--- src/rtl/shift_result_stage_if.sv ---
// Handshake bundle around the shifter result stage: upstream push side and writeback pop side.
// master drives results in and consumes the head; slave is the stage itself.
interface shift_result_stage_if #(
    parameter int WIDTH = 16
) ();
    logic             in_valid;
    logic             in_ready;
    logic [WIDTH-1:0] in_data;
    logic             in_c;
    logic             in_amt_zero;
    logic             in_set_flags;
    logic             out_valid;
    logic             out_ready;
    logic [WIDTH-1:0] out_data;

    modport master (
        output in_valid, in_data, in_c, in_amt_zero, in_set_flags, out_ready,
        input  in_ready, out_valid, out_data
    );

    modport slave (
        input  in_valid, in_data, in_c, in_amt_zero, in_set_flags, out_ready,
        output in_ready, out_valid, out_data
    );
endinterface

--- src/rtl/shift_result_stage.sv ---
// Registers shifter results into an in-order FIFO and maintains N/Z/C on flag-setting retires.
// Latency: push in T is visible at T+1; in_ready/out_valid come from state only, so full stalls upstream.
module shift_result_stage #(
    parameter int WIDTH = 16,
    parameter int DEPTH = 2
) (
    input  logic                   clk,
    input  logic                   reset,
    shift_result_stage_if.slave    bus,
    output logic                   flag_n,
    output logic                   flag_z,
    output logic                   flag_c,
    output logic [7:0]             retired
);
    localparam int PTR_W = $clog2(DEPTH);
    localparam int CNT_W = PTR_W + 1;
    localparam logic [CNT_W-1:0] FULL_CNT = CNT_W'(DEPTH);

    typedef struct packed {
        logic [WIDTH-1:0] data;
        logic             c;
        logic             amt_zero;
        logic             set_flags;
    } entry_t;

    entry_t            mem [DEPTH];
    entry_t            head;
    entry_t            wr_entry;
    logic [PTR_W-1:0]  rd_ptr;
    logic [PTR_W-1:0]  wr_ptr;
    logic [CNT_W-1:0]  count;
    logic              push;
    logic              pop;

    assign bus.in_ready  = (count != FULL_CNT);
    assign bus.out_valid = (count != '0);

    assign push = bus.in_valid  & bus.in_ready;
    assign pop  = bus.out_valid & bus.out_ready;

    assign wr_entry = '{data:      bus.in_data,
                        c:         bus.in_c,
                        amt_zero:  bus.in_amt_zero,
                        set_flags: bus.in_set_flags};

    assign head         = mem[rd_ptr];
    assign bus.out_data = head.data;

    // Storage needs no reset: occupancy is tracked by count alone.
    always_ff @(posedge clk) begin
        if (push) begin
            mem[wr_ptr] <= wr_entry;
        end
    end

    always_ff @(posedge clk) begin
        if (reset) begin
            rd_ptr <= '0;
            wr_ptr <= '0;
            count  <= '0;
        end else begin
            if (push) begin
                wr_ptr <= wr_ptr + PTR_W'(1);
            end
            if (pop) begin
                rd_ptr <= rd_ptr + PTR_W'(1);
            end
            case ({push, pop})
                2'b10:   count <= count + CNT_W'(1);
                2'b01:   count <= count - CNT_W'(1);
                default: count <= count;
            endcase
        end
    end

    // A zero shift amount leaves carry meaningless, so C keeps its old value.
    always_ff @(posedge clk) begin
        if (reset) begin
            flag_n  <= 1'b0;
            flag_z  <= 1'b0;
            flag_c  <= 1'b0;
            retired <= 8'd0;
        end else if (pop) begin
            retired <= retired + 8'd1;
            if (head.set_flags) begin
                flag_n <= head.data[WIDTH-1];
                flag_z <= (head.data == '0);
                if (!head.amt_zero) begin
                    flag_c <= head.c;
                end
            end
        end
    end

    a_count_bound: assert property (@(posedge clk) disable iff (reset) count <= FULL_CNT);
    a_no_push_full: assert property (@(posedge clk) disable iff (reset) (count == FULL_CNT) |-> !push);
    a_no_pop_empty: assert property (@(posedge clk) disable iff (reset) (count == '0) |-> !pop);
endmodule

--- src/flat_wrapper.sv ---
// flat-port wrapper written by rule: the top's interface ports become plain ports
module shift_result_stage_flat 
#(
    parameter int WIDTH = 16,
    parameter int DEPTH = 2
)
  (clk, reset, flag_n, flag_z, flag_c, retired, bus_in_valid, bus_in_data, bus_in_c, bus_in_amt_zero, bus_in_set_flags, bus_out_ready, bus_in_ready, bus_out_valid, bus_out_data);
  shift_result_stage_if #(.WIDTH(WIDTH)) bus_i ();
  input  logic clk;
  input  logic reset;
  output logic flag_n;
  output logic flag_z;
  output logic flag_c;
  output logic [7:0] retired;
  input wire logic [$bits(bus_i.in_valid)-1:0] bus_in_valid;
  input wire logic [$bits(bus_i.in_data)-1:0] bus_in_data;
  input wire logic [$bits(bus_i.in_c)-1:0] bus_in_c;
  input wire logic [$bits(bus_i.in_amt_zero)-1:0] bus_in_amt_zero;
  input wire logic [$bits(bus_i.in_set_flags)-1:0] bus_in_set_flags;
  input wire logic [$bits(bus_i.out_ready)-1:0] bus_out_ready;
  output wire logic [$bits(bus_i.in_ready)-1:0] bus_in_ready;
  output wire logic [$bits(bus_i.out_valid)-1:0] bus_out_valid;
  output wire logic [$bits(bus_i.out_data)-1:0] bus_out_data;
  assign bus_i.in_valid = bus_in_valid;
  assign bus_i.in_data = bus_in_data;
  assign bus_i.in_c = bus_in_c;
  assign bus_i.in_amt_zero = bus_in_amt_zero;
  assign bus_i.in_set_flags = bus_in_set_flags;
  assign bus_i.out_ready = bus_out_ready;
  assign bus_in_ready = bus_i.in_ready;
  assign bus_out_valid = bus_i.out_valid;
  assign bus_out_data = bus_i.out_data;
  shift_result_stage #(.WIDTH(WIDTH), .DEPTH(DEPTH)) u_core (.clk(clk), .reset(reset), .bus(bus_i), .flag_n(flag_n), .flag_z(flag_z), .flag_c(flag_c), .retired(retired));
endmodule
--- config.mk ---
export PLATFORM = sky130hd
export DESIGN_NAME = shift_result_stage_flat
export DESIGN_NICKNAME = d
export VERILOG_FILES = /design/src/rtl/shift_result_stage_if.sv /design/src/rtl/shift_result_stage.sv /design/src/flat_wrapper.sv
export SDC_FILE = /design/constraint.sdc
export NUM_CORES = 1
export LEC_CHECK = 0
export ABC_AREA = 1
export ABC_CLOCK_PERIOD_IN_PS = 3600
export CAP_MARGIN = 20
export CORE_MARGIN = 5
export CORE_UTILIZATION = 53
export DETAILED_ROUTE_END_ITERATION = 8
export PLACE_DENSITY = 0.9
export REMOVE_ABC_BUFFERS = 1
export SLEW_MARGIN = 20
export SYNTH_ARGS = -nofsm -noshare
export SYNTH_HDL_FRONTEND = slang
export SYNTH_SLANG_ARGS = --single-unit
--- constraint.sdc ---
create_clock -name clk -period 3.6 [get_ports clk]
set_clock_uncertainty 0.1 [all_clocks]
set_input_delay 0.72 -clock clk [delete_from_list [all_inputs] [get_ports clk]]
set_output_delay 0.72 -clock clk [all_outputs]
set_load 0.005 [all_outputs]
## Word-level counts from Yosys, hierarchy flattened

Memory sizes are Yosys's and may differ from the RTL's. A register that Yosys moved wholly into a read port is not among the register bits.
Cells that the tools add are included.

- Equality and inequality tests: 3
- Reductions and logical operators: 5
- Bitwise gates (word level): 3
- $add $sub $neg: 5
- Divide/modulo/power cells: 0
- Order comparisons: 0
- Shifts and indexed selects: 0
- Muxes and demuxes: 5
- Multipliers: 0

Operators with widths:

| cell | count |
|---|---|
| $logic_not A16 Y1 | 1 |
| $add A8 B1 Y8 const B | 1 |
| $mux W1 | 4 |
| $pmux W2 S2 | 1 |
| $reduce_bool A2 Y1 | 2 |
| $reduce_and A3 Y1 | 1 |
| $add A1 B1 Y1 const B | 2 |
| $add A2 B1 Y2 const B | 1 |
| $and A1 B1 Y1 | 2 |
| $eq A2 B1 Y1 const B | 1 |
| $eq A2 B2 Y1 const B | 1 |
| $ne A2 B2 Y1 const B | 1 |
| $reduce_and A2 Y1 | 1 |
| $sub A2 B1 Y2 const B | 1 |
| $not A1 Y1 | 1 |

- Memories: 1
- Logic and storage cells: 29
- Flip-flop bits (word level): 15
- Bits in writable memories: 38
- Input port bits: 23
- Output and inout port bits: 29
- Bits in latches: 0
- Bits in read-only memories: 0

Memory list:

| memory | depth | width | read ports | clocked after Yosys merged registers in | write ports | RTL line | text |
|---|---|---|---|---|---|---|---|
| u_core.mem | 2 | 19 | 1 | 1 | 1 | shift_result_stage.sv:26 | `entry_t mem [DEPTH];` |

## Depth between registers and ports, before layout

Gate-level depths: netlist of the first run.

- Word-level depth: 4
- Gate-level depth with buffers: 9
- Depth with buffers taken out: 9

## Least setup slack after synthesis of the first run

No wires, ideal clock.

- Kind: in2reg
- Start point: input port bus_in_valid
- End point: memory u_core.mem[1][0] in the netlist's numbering, enable pin
- Data arrival time: 1.652 ns
- Slack: 1.452 ns
- Data required time: 3.104 ns
- Path buffers: 0
- Stages: 2
- Setup time: 0.396 ns
- Cells stage by stage: nand2_1 > nor2_1

- Cells in the longest elaborated chain, start to end: 3

RTL lines:

| element | RTL line | text |
|---|---|---|
| start, declared | flat_wrapper.sv:15 | `input wire logic [$bits(bus_i.in_valid)-1:0] bus_in_valid;` |
| $and A1 B1 Y1 | shift_result_stage.sv:38 | `assign push = bus.in_valid & bus.in_ready;` |
| $mux W1 | shift_result_stage.sv:51 | `if (push) begin` |
| $mux W1 (not written as such) | shift_result_stage.sv:52 | `mem[wr_ptr] <= wr_entry;` |
| end, declared | shift_result_stage.sv:26 |  |

Every way passes these cells.

==> impl_metrics.ini, run 1 <==
[setup_path]
crit_chain = inv_2 > nand2_1 > nand2_1 > clkdlybuf4s50_1
cpMaxStageDelayCell = dfxtp_1
start_kind = flip-flop
cpMostUsedCell = nand2_1
path_class = flip-flop to primary output
worst_path_largest_cell_delay_ns = 0.62
reg2reg_slack_ns = 1.84
timing.rr.end = u_core.count[1]$_SDFFE_PP0P_
r2r-start = u_core.count[1]$_SDFFE_PP0P_
crit_path_max_fanout = 18
required_ns = 2.78
rr_worst_depth = 9
worst_setup_path_end_kind = primary output
arrival_ns = 1.85

[clock_network]
cts_hold_buf = 0
htreeDepth = 2
cts_tree = built
cts_resized = 0
cts_made_buffers = 5
clk_pin_slew_ns = 0.09
post-cts-setup-buffers = 0
cts.sinks = 54
clock_latency_ns = 0.30
clk_path_buf_depth = 2
root_buffer = clkbuf_8

[logic_synthesis]
yosys.cell_types.count = 28
synth_fa_ha_area_frac = 0.01078
yosys-mux-area-fraction = 0.004313
synth_compound_area_frac = 0.05013
synth_cells = 217
ys_warn_count = 0
syn_area_um2 = 2321
seq_area_frac_synth = 0.6296
synth_xor_area_frac = 0.003774
synthSimpleGateAreaFrac = 0.2059
synth_top_family_by_area = simple AND/OR/NAND/NOR gates
avgSynthCellArea_um2 = 10.70
synth_seq_cells = 54

[die]
start_util = 0.5405
fp-row-count = 24
dieHeight_um = 76.18
die-area_um2 = 5803
die_w_um = 76.18
coreArea_um2 = 4294
ioPinCount = 52

[cells_and_area]
n_antenna_cell = 0
syn_to_final_growth_pct = 22.48
final_cell_mix = nand2_1 (60), clkdlybuf4s50_1 (51), edfxtp_1 (38), nor2_1 (20), dfxtp_1 (16)
drive_gt1_frac = 0.1308
nNetsFinal = 284
final_common_cell = nand2_1
final_area_um2 = 2843

[routing]
dr.pass1.iters = 4
wire_per_inst_um = 14.27
route.detailed.drc = 0
ant_nets = 0
routed_via_density = 5.051
wl_met1_mm = 1.776
initialDrtViolationCount = 107
routed-wl-met3_um = 177
route.met2.wl_mm = 2.356
dr_total_vias = 1576
wirelength_mm = 4.453
top_layer = met4

[min_path]
holdPathEnd = u_core.flag_n$_SDFFE_PP0P_
whs_path_depth = 2
hold_path_class = flip-flop to flip-flop
hp-start = u_core.flag_n$_SDFFE_PP0P_

[pwr]
power.switching_mw = 0.5112
p_comb_frac = 0.322
peakVddDrop_mv = 0.3496
total_power_mw = 1.656
p_leak_nw = 1.079
power_frac_seq = 0.487
swShare = 0.3087
intPower_mw = 1.144
pwr-share-clk = 0.191
p_per_area_nw_per_um2 = 582.4

[sta]
final-hold-violation-count = 0
tightestPinTransition_ns = 0.4716
final.period_utilization = 0.7423
min_period_ns = 2.672
slew_headroom = 0.6852
rsz0062_at_grt = no
maxSlewViolCount = 0
setup_viol = 0
timing.fmax_ghz = 0.3742
whs_ns = 0.3817
final.setup.tns_ns = 0

[global_routing]
grt_pass1_vias = 1551
grt_first_pass_wirelength_mm = 7.617
overflow = 0
grt_start_max_net_pins = 21
grt_usage = 0.1634
antenna_found_initial = 0

[job]
drv_cap = 0

[placement]
gp_congestion = 0.8317
io_buffers = 51
hpwl_mm = 3.302
placed_area_um2 = 2761

[outcome]
status = complete, no violations
[cells by family after synthesis]
logic type / after synthesis
xor+xnor: 1
buf+inv: 34
simple gates: 103
mux: 1
fa+ha+maj: 2
compound gates: 22
flops: 54
[layout make-up]
class	instances	area [um^2]
clock buffers	6	72.57
clock inverters	2	8.758
fillers	327	1451
inverters	15	58.81
multi-input cells	129	643.1
flip-flops and latches	54	1461
well taps	52	65.06
repair buffers	54	533.0
[worst max-delay path: cells and delay by family (launching register included)]
kind	cells	cell delay, ns
AND/OR/NAND/NOR	2	0.21
buffers and inverters	2	0.71
flip-flops	1	0.62
[Yosys cell counts]
cell      number  share of area
nand2_1       60          0.097
o21bai_1       1         0.0032
nor2_1        22          0.036
dfxtp_1       16           0.14
nor3_4         1         0.0070
nand2_4        2         0.0097
inv_1         11          0.018
nand3_1        1         0.0022
xor2_1         1         0.0038
a21oi_2        1         0.0038
nor2_2         1         0.0027
nand3_4        1         0.0075
ha_1           2          0.011
buf_12         1         0.0086
nor3_1         1         0.0022
edfxtp_1      38           0.49
mux2i_1        1         0.0043
nand2_2       11          0.030
nor2_4         1         0.0049
o21ai_1        3         0.0065
nor3b_1        1         0.0032
inv_4          1         0.0027
o21ai_0        7          0.015
buf_6          2         0.0097
buf_4         16          0.052
a21oi_1       10          0.022
nor3_2         1         0.0043
inv_2          3         0.0049
[through the flow]
step | std cells | util | worst slack, ns
2_1_floorplan | 198 | - | 1.452
3_3_place_gp | 304 | 0.6431 | 1.261
3_5_place_dp | 304 | 0.6431 | 1.158
4_1_cts | 312 | 0.6620 | 0.9195
5_1_grt | 312 | 0.6620 | 0.8085
6_report | 312 | 0.6620 | 0.9278
[metal layers]
metal,track usage,up-vias
li1,-,780
met1,0.1941,741
met4,0.07692,0
met5,0,-
met3,0.03901,12
met2,0.2774,43
[power groups by stage]
stage	clock network (mW)	logic, mW	registers [mW]
after floorplan	0	0.257	0.818
after global placement	0	0.513	0.816
after detailed placement	0	0.534	0.821
after CTS	0.322	0.537	0.807
after global routing	0.349	0.590	0.817
final	0.317	0.532	0.807
[worst max-delay path by stage]
stage / startpoint / end / cells past startpoint
floorplan: bus_in_valid / u_core.mem[1][0]$_DFFE_PP_ / 2
global placement: bus_out_ready / u_core.count[1]$_SDFFE_PP0P_ / 8
detailed placement: bus_out_ready / u_core.count[1]$_SDFFE_PP0P_ / 8
CTS: flip-flop / bus_out_data[7] / 4
global route: flip-flop / bus_out_data[15] / 4
finish: flip-flop / bus_out_data[15] / 4
[state kept, by name, summed over array words and instances (netlist names), named ones only]
name            flops
u_core.mem         38
u_core.retired      8
u_core.rd_ptr       1
u_core.flag_c       1
u_core.flag_n       1
u_core.wr_ptr       1
u_core.count        2
u_core.flag_z       1
Power figures use the tool's default switching activity.
==> inputs of run 2 (changes only) <==
--- a/config.mk
+++ b/config.mk
@@ -6,12 +6,12 @@
 export NUM_CORES = 1
 export LEC_CHECK = 0
 export ABC_AREA = 1
-export ABC_CLOCK_PERIOD_IN_PS = 3600
+export ABC_CLOCK_PERIOD_IN_PS = 2300
 export CAP_MARGIN = 20
 export CORE_MARGIN = 5
-export CORE_UTILIZATION = 53
+export CORE_UTILIZATION = 45
 export DETAILED_ROUTE_END_ITERATION = 8
-export PLACE_DENSITY = 0.9
+export PLACE_DENSITY = 0.82
 export REMOVE_ABC_BUFFERS = 1
 export SLEW_MARGIN = 20
 export SYNTH_ARGS = -nofsm -noshare
==> constraint.sdc (replaced) <==
create_clock -name clk -period 2.3 [get_ports clk]
set_clock_uncertainty 0.1 [all_clocks]
set_input_delay 0.46 -clock clk [delete_from_list [all_inputs] [get_ports clk]]
set_output_delay 0.46 -clock clk [all_outputs]
set_load 0.005 [all_outputs]
==> run 2 against run 1 <==
Sequential share of layout area shrank 0.93 points. Clock power grew 69%. Clock-buffer cell count shrank 1. Global-route usage shrank 2.6 points. Critical endpoint unchanged. Die area grew 15%.
==> impl_metrics.ini, run 2 (synthesis gave the netlist of run 1 again) <==
[sta]
whs_ns = 0.3665
rsz0062_at_grt = no
final.setup.tns_ns = 0
min_period_ns = 2.172
tightestPinTransition_ns = 0.2675
timing.fmax_ghz = 0.4604
final.period_utilization = 0.9444
setup_viol = 0
maxSlewViolCount = 0
slew_headroom = 0.8215
final-hold-violation-count = 0
worst_slack_ns = 0.1279

[cells_and_area]
final_common_cell = nand2_1
regMostFlops = u_core.mem
syn_to_final_growth_pct = 24.74
seqCellArea_um2 = 1461
final_cells = 332
fin_util = 0.5742
final_cell_mix = nand2_1 (60), clkdlybuf4s50_1 (51), edfxtp_1 (38), nor2_1 (20), dfxtp_1 (16)
final_area_um2 = 2895
reg_top3 = u_core.mem x38, u_core.retired x8, u_core.count x2
nNetsFinal = 286
n_antenna_cell = 0
drive_gt1_frac = 0.1450
largest_reg_flops = 38
multi_input_area_um2 = 643.1
fillers = 418

[clock_network]
clk_path_buf_depth = 2
cts_made_buffers = 5
root_buffer = clkbuf_8
htreeDepth = 2
clock_latency_ns = 0.31
cts.sinks = 54
clk_pin_slew_ns = 0.10
cts_tree = built

[routing]
route.met2.wl_mm = 2.140
route.detailed.drc = 0
dr.pass1.iters = 4
wire_per_inst_um = 12.41
top_layer = met4
wirelength_mm = 4.120
ant_nets = 0
wl_met1_mm = 1.646
initialDrtViolationCount = 80
routed-wl-met3_um = 236
dr_total_vias = 1493
routed_via_density = 4.497

[global_routing]
antenna_found_initial = 0
grt_usage = 0.1373
grt_start_max_net_pins = 21
overflow = 0
grt_pass1_vias = 1428
grt_first_pass_wirelength_mm = 6.672

[placement]
gp_congestion = 0.8384
hpwl_mm = 3.032
io_buffers = 51
placed_cells = 324
placed_area_um2 = 2799
pre_cts_slack_ns = 0.2010

[setup_path]
worst_setup_path_end_kind = primary output
path_class = flip-flop to primary output
required_ns = 1.74
start_kind = flip-flop
crit_path_max_fanout = 9
arrival_ns = 1.61

[pwr]
total_power_mw = 2.627
p_per_area_nw_per_um2 = 907.4
p_leak_nw = 1.092
peakVddDrop_mv = 0.5450

[die]
start_util = 0.4603
coreArea_um2 = 5042
dieHeight_um = 81.82
ioPinCount = 52
die-area_um2 = 6694
die_w_um = 81.82
fp-row-count = 26

[min_path]
hold_path_class = flip-flop to flip-flop

[outcome]
status = complete, no violations

[job]
drv_cap = 0
run 2: cell count changes in the layout (fill, tap and decap cells not counted), sizes merged:
| cell | previous run | this run |
|---|---|---|
| clkinv | 2 | 1 |
| inv | 15 | 16 |
| clkinvlp | 0 | 1 |
| buf | 3 | 5 |
| clkbuf | 6 | 5 |
run 2: where the power goes:
group,internal [mW],switching [mW],leakage [nW]
sequential,1.19,0.0580,0.486
clock,0.220,0.317,0.0447
combinational,0.403,0.442,0.562
total,1.81,0.817,1.09
run 2: per-layer routing:
metal | GRT usage | vias up
li1 | - | 781
met1 | 0.1623 | 666
met2 | 0.2302 | 39
met3 | 0.03728 | 7
met4 | 0.06645 | 0
met5 | 0 | -
run 2: worst max-delay path, stage by stage, from the launching register on:
cell and delay (ns):
dfxtp_1 0.40, buf_4 0.21, nand2_1 0.06, nand2_1 0.11, clkdlybuf4s50_1 0.52
run 2: final timing paths:
kind / start / slack (ns) / cells past startpoint / end
min: u_core.rd_ptr$_SDFFE_PP0P_ / 0.37 / 1 / u_core.rd_ptr$_SDFFE_PP0P_
max reg2reg: u_core.count[0]$_SDFFE_PP0P_ / 0.59 / 8 / u_core.count[1]$_SDFFE_PP0P_
min reg2reg: u_core.rd_ptr$_SDFFE_PP0P_ / 0.37 / 1 / u_core.rd_ptr$_SDFFE_PP0P_
max: flip-flop / 0.13 / 4 / bus_out_data[15]
run 2: repair_timing:
action,in CTS,in global routing
gates resized for setup,0,2
setup endpoints to repair,0,3
endpoints found under the hold margin,0,0
hold buffers,0,0
setup buffers,0,0
run 2: cell type report:
type                       count  share of cell area
sequential                    54              0.5048
multi-input combinational    129              0.2221
timing repair buffer          56              0.1893
tap                           70             0.03025
clock buffer                   5             0.02377
inverter                      15             0.02118
clock inverter                 3            0.008643
==> inputs of run 3 (changes only) <==
--- a/config.mk
+++ b/config.mk
@@ -9,9 +9,12 @@
 export ABC_CLOCK_PERIOD_IN_PS = 2300
 export CAP_MARGIN = 20
 export CORE_MARGIN = 5
-export CORE_UTILIZATION = 45
+export CORE_UTILIZATION = 47
+export CTS_BUF_LIST = sky130_fd_sc_hd__clkbuf_4 sky130_fd_sc_hd__clkbuf_8
+export CTS_CLUSTER_DIAMETER = 30
 export DETAILED_ROUTE_END_ITERATION = 8
-export PLACE_DENSITY = 0.82
+export GPL_TIMING_DRIVEN = 0
+export PLACE_DENSITY = 0.85
 export REMOVE_ABC_BUFFERS = 1
 export SLEW_MARGIN = 20
 export SYNTH_ARGS = -nofsm -noshare
==> run 3 against run 2 <==
Clock-buffer cell count increased by 3. Die area decreased by 3.7%. Combinational power decreased by 3.9%. Worst hold slack got worse by 0.0084 ns. Critical endpoint unchanged. Highest routed layer unchanged.
==> impl_metrics.ini, run 3 (synthesis gave the netlist of run 1 again) <==
[placement]
hpwl_mm = 3.006
placed_cells = 318
io_buffers = 51
gp_congestion = 0.7939
pre_cts_slack_ns = -0.2051

[clock_network]
root_buffer = clkbuf_8
clock_latency_ns = 0.29
clk_pin_slew_ns = 0.09
cts.sinks = 54
clk_path_buf_depth = 2
cts_made_buffers = 5
post-cts-setup-buffers = 0
htreeDepth = 2
cts_tree = built
cts_hold_buf = 0
cts_resized = 3

[die]
fp-row-count = 25
coreArea_um2 = 4755
die_w_um = 80.27
die-area_um2 = 6443
dieHeight_um = 80.27
start_util = 0.4882
ioPinCount = 52

[pwr]
swShare = 0.2976
p_comb_frac = 0.310
power_frac_seq = 0.489
intPower_mw = 1.841
peakVddDrop_mv = 0.5891
p_per_area_nw_per_um2 = 907.8
power.switching_mw = 0.7803
p_leak_nw = 1.088
pwr-share-clk = 0.201

[cells_and_area]
nNetsFinal = 283
reg_top3 = u_core.mem x38, u_core.retired x8, u_core.count x2
n_antenna_cell = 0
seqCellArea_um2 = 1465
largest_reg_flops = 38
drive_gt1_frac = 0.1390
final_common_cell = nand2_1
fillers = 415
fin_util = 0.6074
multi_input_area_um2 = 643.1
syn_to_final_growth_pct = 24.42
final_cells = 326
final_cell_mix = nand2_1 (60), clkdlybuf4s50_1 (51), edfxtp_1 (38), nor2_1 (20), dfxtp_1 (15)
regMostFlops = u_core.mem

[routing]
wirelength_mm = 4.047
wire_per_inst_um = 12.41
route.detailed.drc = 0
routed_via_density = 4.540
dr.pass1.iters = 4
dr_total_vias = 1480
ant_nets = 0
initialDrtViolationCount = 69

[setup_path]
worst_setup_path_end_kind = primary output
crit_path_max_fanout = 20
required_ns = 1.74
path_class = flip-flop to primary output
reg2reg_slack_ns = 0.48
arrival_ns = 1.61
start_kind = flip-flop

[sta]
tightestPinTransition_ns = 0.4344
rsz0062_at_grt = no
maxSlewViolCount = 0
min_period_ns = 2.171
final-hold-violation-count = 0
final.period_utilization = 0.9437
worst_slack_ns = 0.1294
timing.fmax_ghz = 0.4607
setup_viol = 0
slew_headroom = 0.7101

[job]
drv_cap = 0

[global_routing]
grt_first_pass_wirelength_mm = 6.561
overflow = 0
grt_usage = 0.1351
grt_pass1_vias = 1466
grt_start_max_net_pins = 21
antenna_found_initial = 0

[min_path]
hold_path_class = flip-flop to flip-flop

[outcome]
status = complete, no violations
## run 3: changes by cell type in the layout (fill, tap and decap cells not counted), sizes merged
cell	previous run	this run
buf	5	2
clkbuf	5	8
clkinv	1	0
clkinvlp	1	0
inv	16	15
## run 3: final timing paths
path / from / end / cells after the start
hold reg to reg: u_core.rd_ptr$_SDFFE_PP0P_ / flip-flop / 1
setup reg to reg: u_core.count[0]$_SDFFE_PP0P_ / u_core.count[1]$_SDFFE_PP0P_ / 8
setup / recovery: flip-flop / bus_out_data[15] / 4
hold / removal: u_core.rd_ptr$_SDFFE_PP0P_ / flip-flop / 1
## run 3: layout make-up
class                   instances  share of cell area
inverters                      15             0.02210
well taps                      67             0.02903
flip-flops and latches         54              0.5074
repair buffers                 53              0.1872
clock buffers                   8             0.03163
multi-input cells             129              0.2227
## run 3: stage by stage
| step | area, um^2 | hold WS (ns) | setup TNS (ns) | total power, mW |
|---|---|---|---|---|
| floorplan | 2158 | 0.3256 | 0 | 1.683 |
| global placement | 2753 | 0.3321 | -22.67 | 2.070 |
| detailed placement | 2788 | 0.3504 | -2.887 | 2.117 |
| CTS | 2885 | 0.3569 | 0 | 2.650 |
| global route | 2888 | 0.4055 | 0 | 2.777 |
| finish | 2888 | 0.3581 | 0 | 2.622 |
## run 3: routing by layer
layer	global-route usage	wire length [um]
met4	0.04561	35
met1	0.1456	1674
met2	0.2533	2162
met3	0.03475	175
met5	0	0
## run 3: critical path: stages (launching register included)
cell	delay, ns
dfxtp_4	0.45
inv_6	0.16
nand2_1	0.06
nand2_1	0.10
clkdlybuf4s50_1	0.53
## run 3: power groups by stage
stage | logic [mW] | registers [mW] | clock network, mW
2_1_floorplan | 0.402 | 1.28 | 0
3_3_place_gp | 0.772 | 1.30 | 0
3_5_place_dp | 0.816 | 1.30 | 0
4_1_cts | 0.823 | 1.28 | 0.544
5_1_grt | 0.892 | 1.30 | 0.582
6_report | 0.812 | 1.28 | 0.527
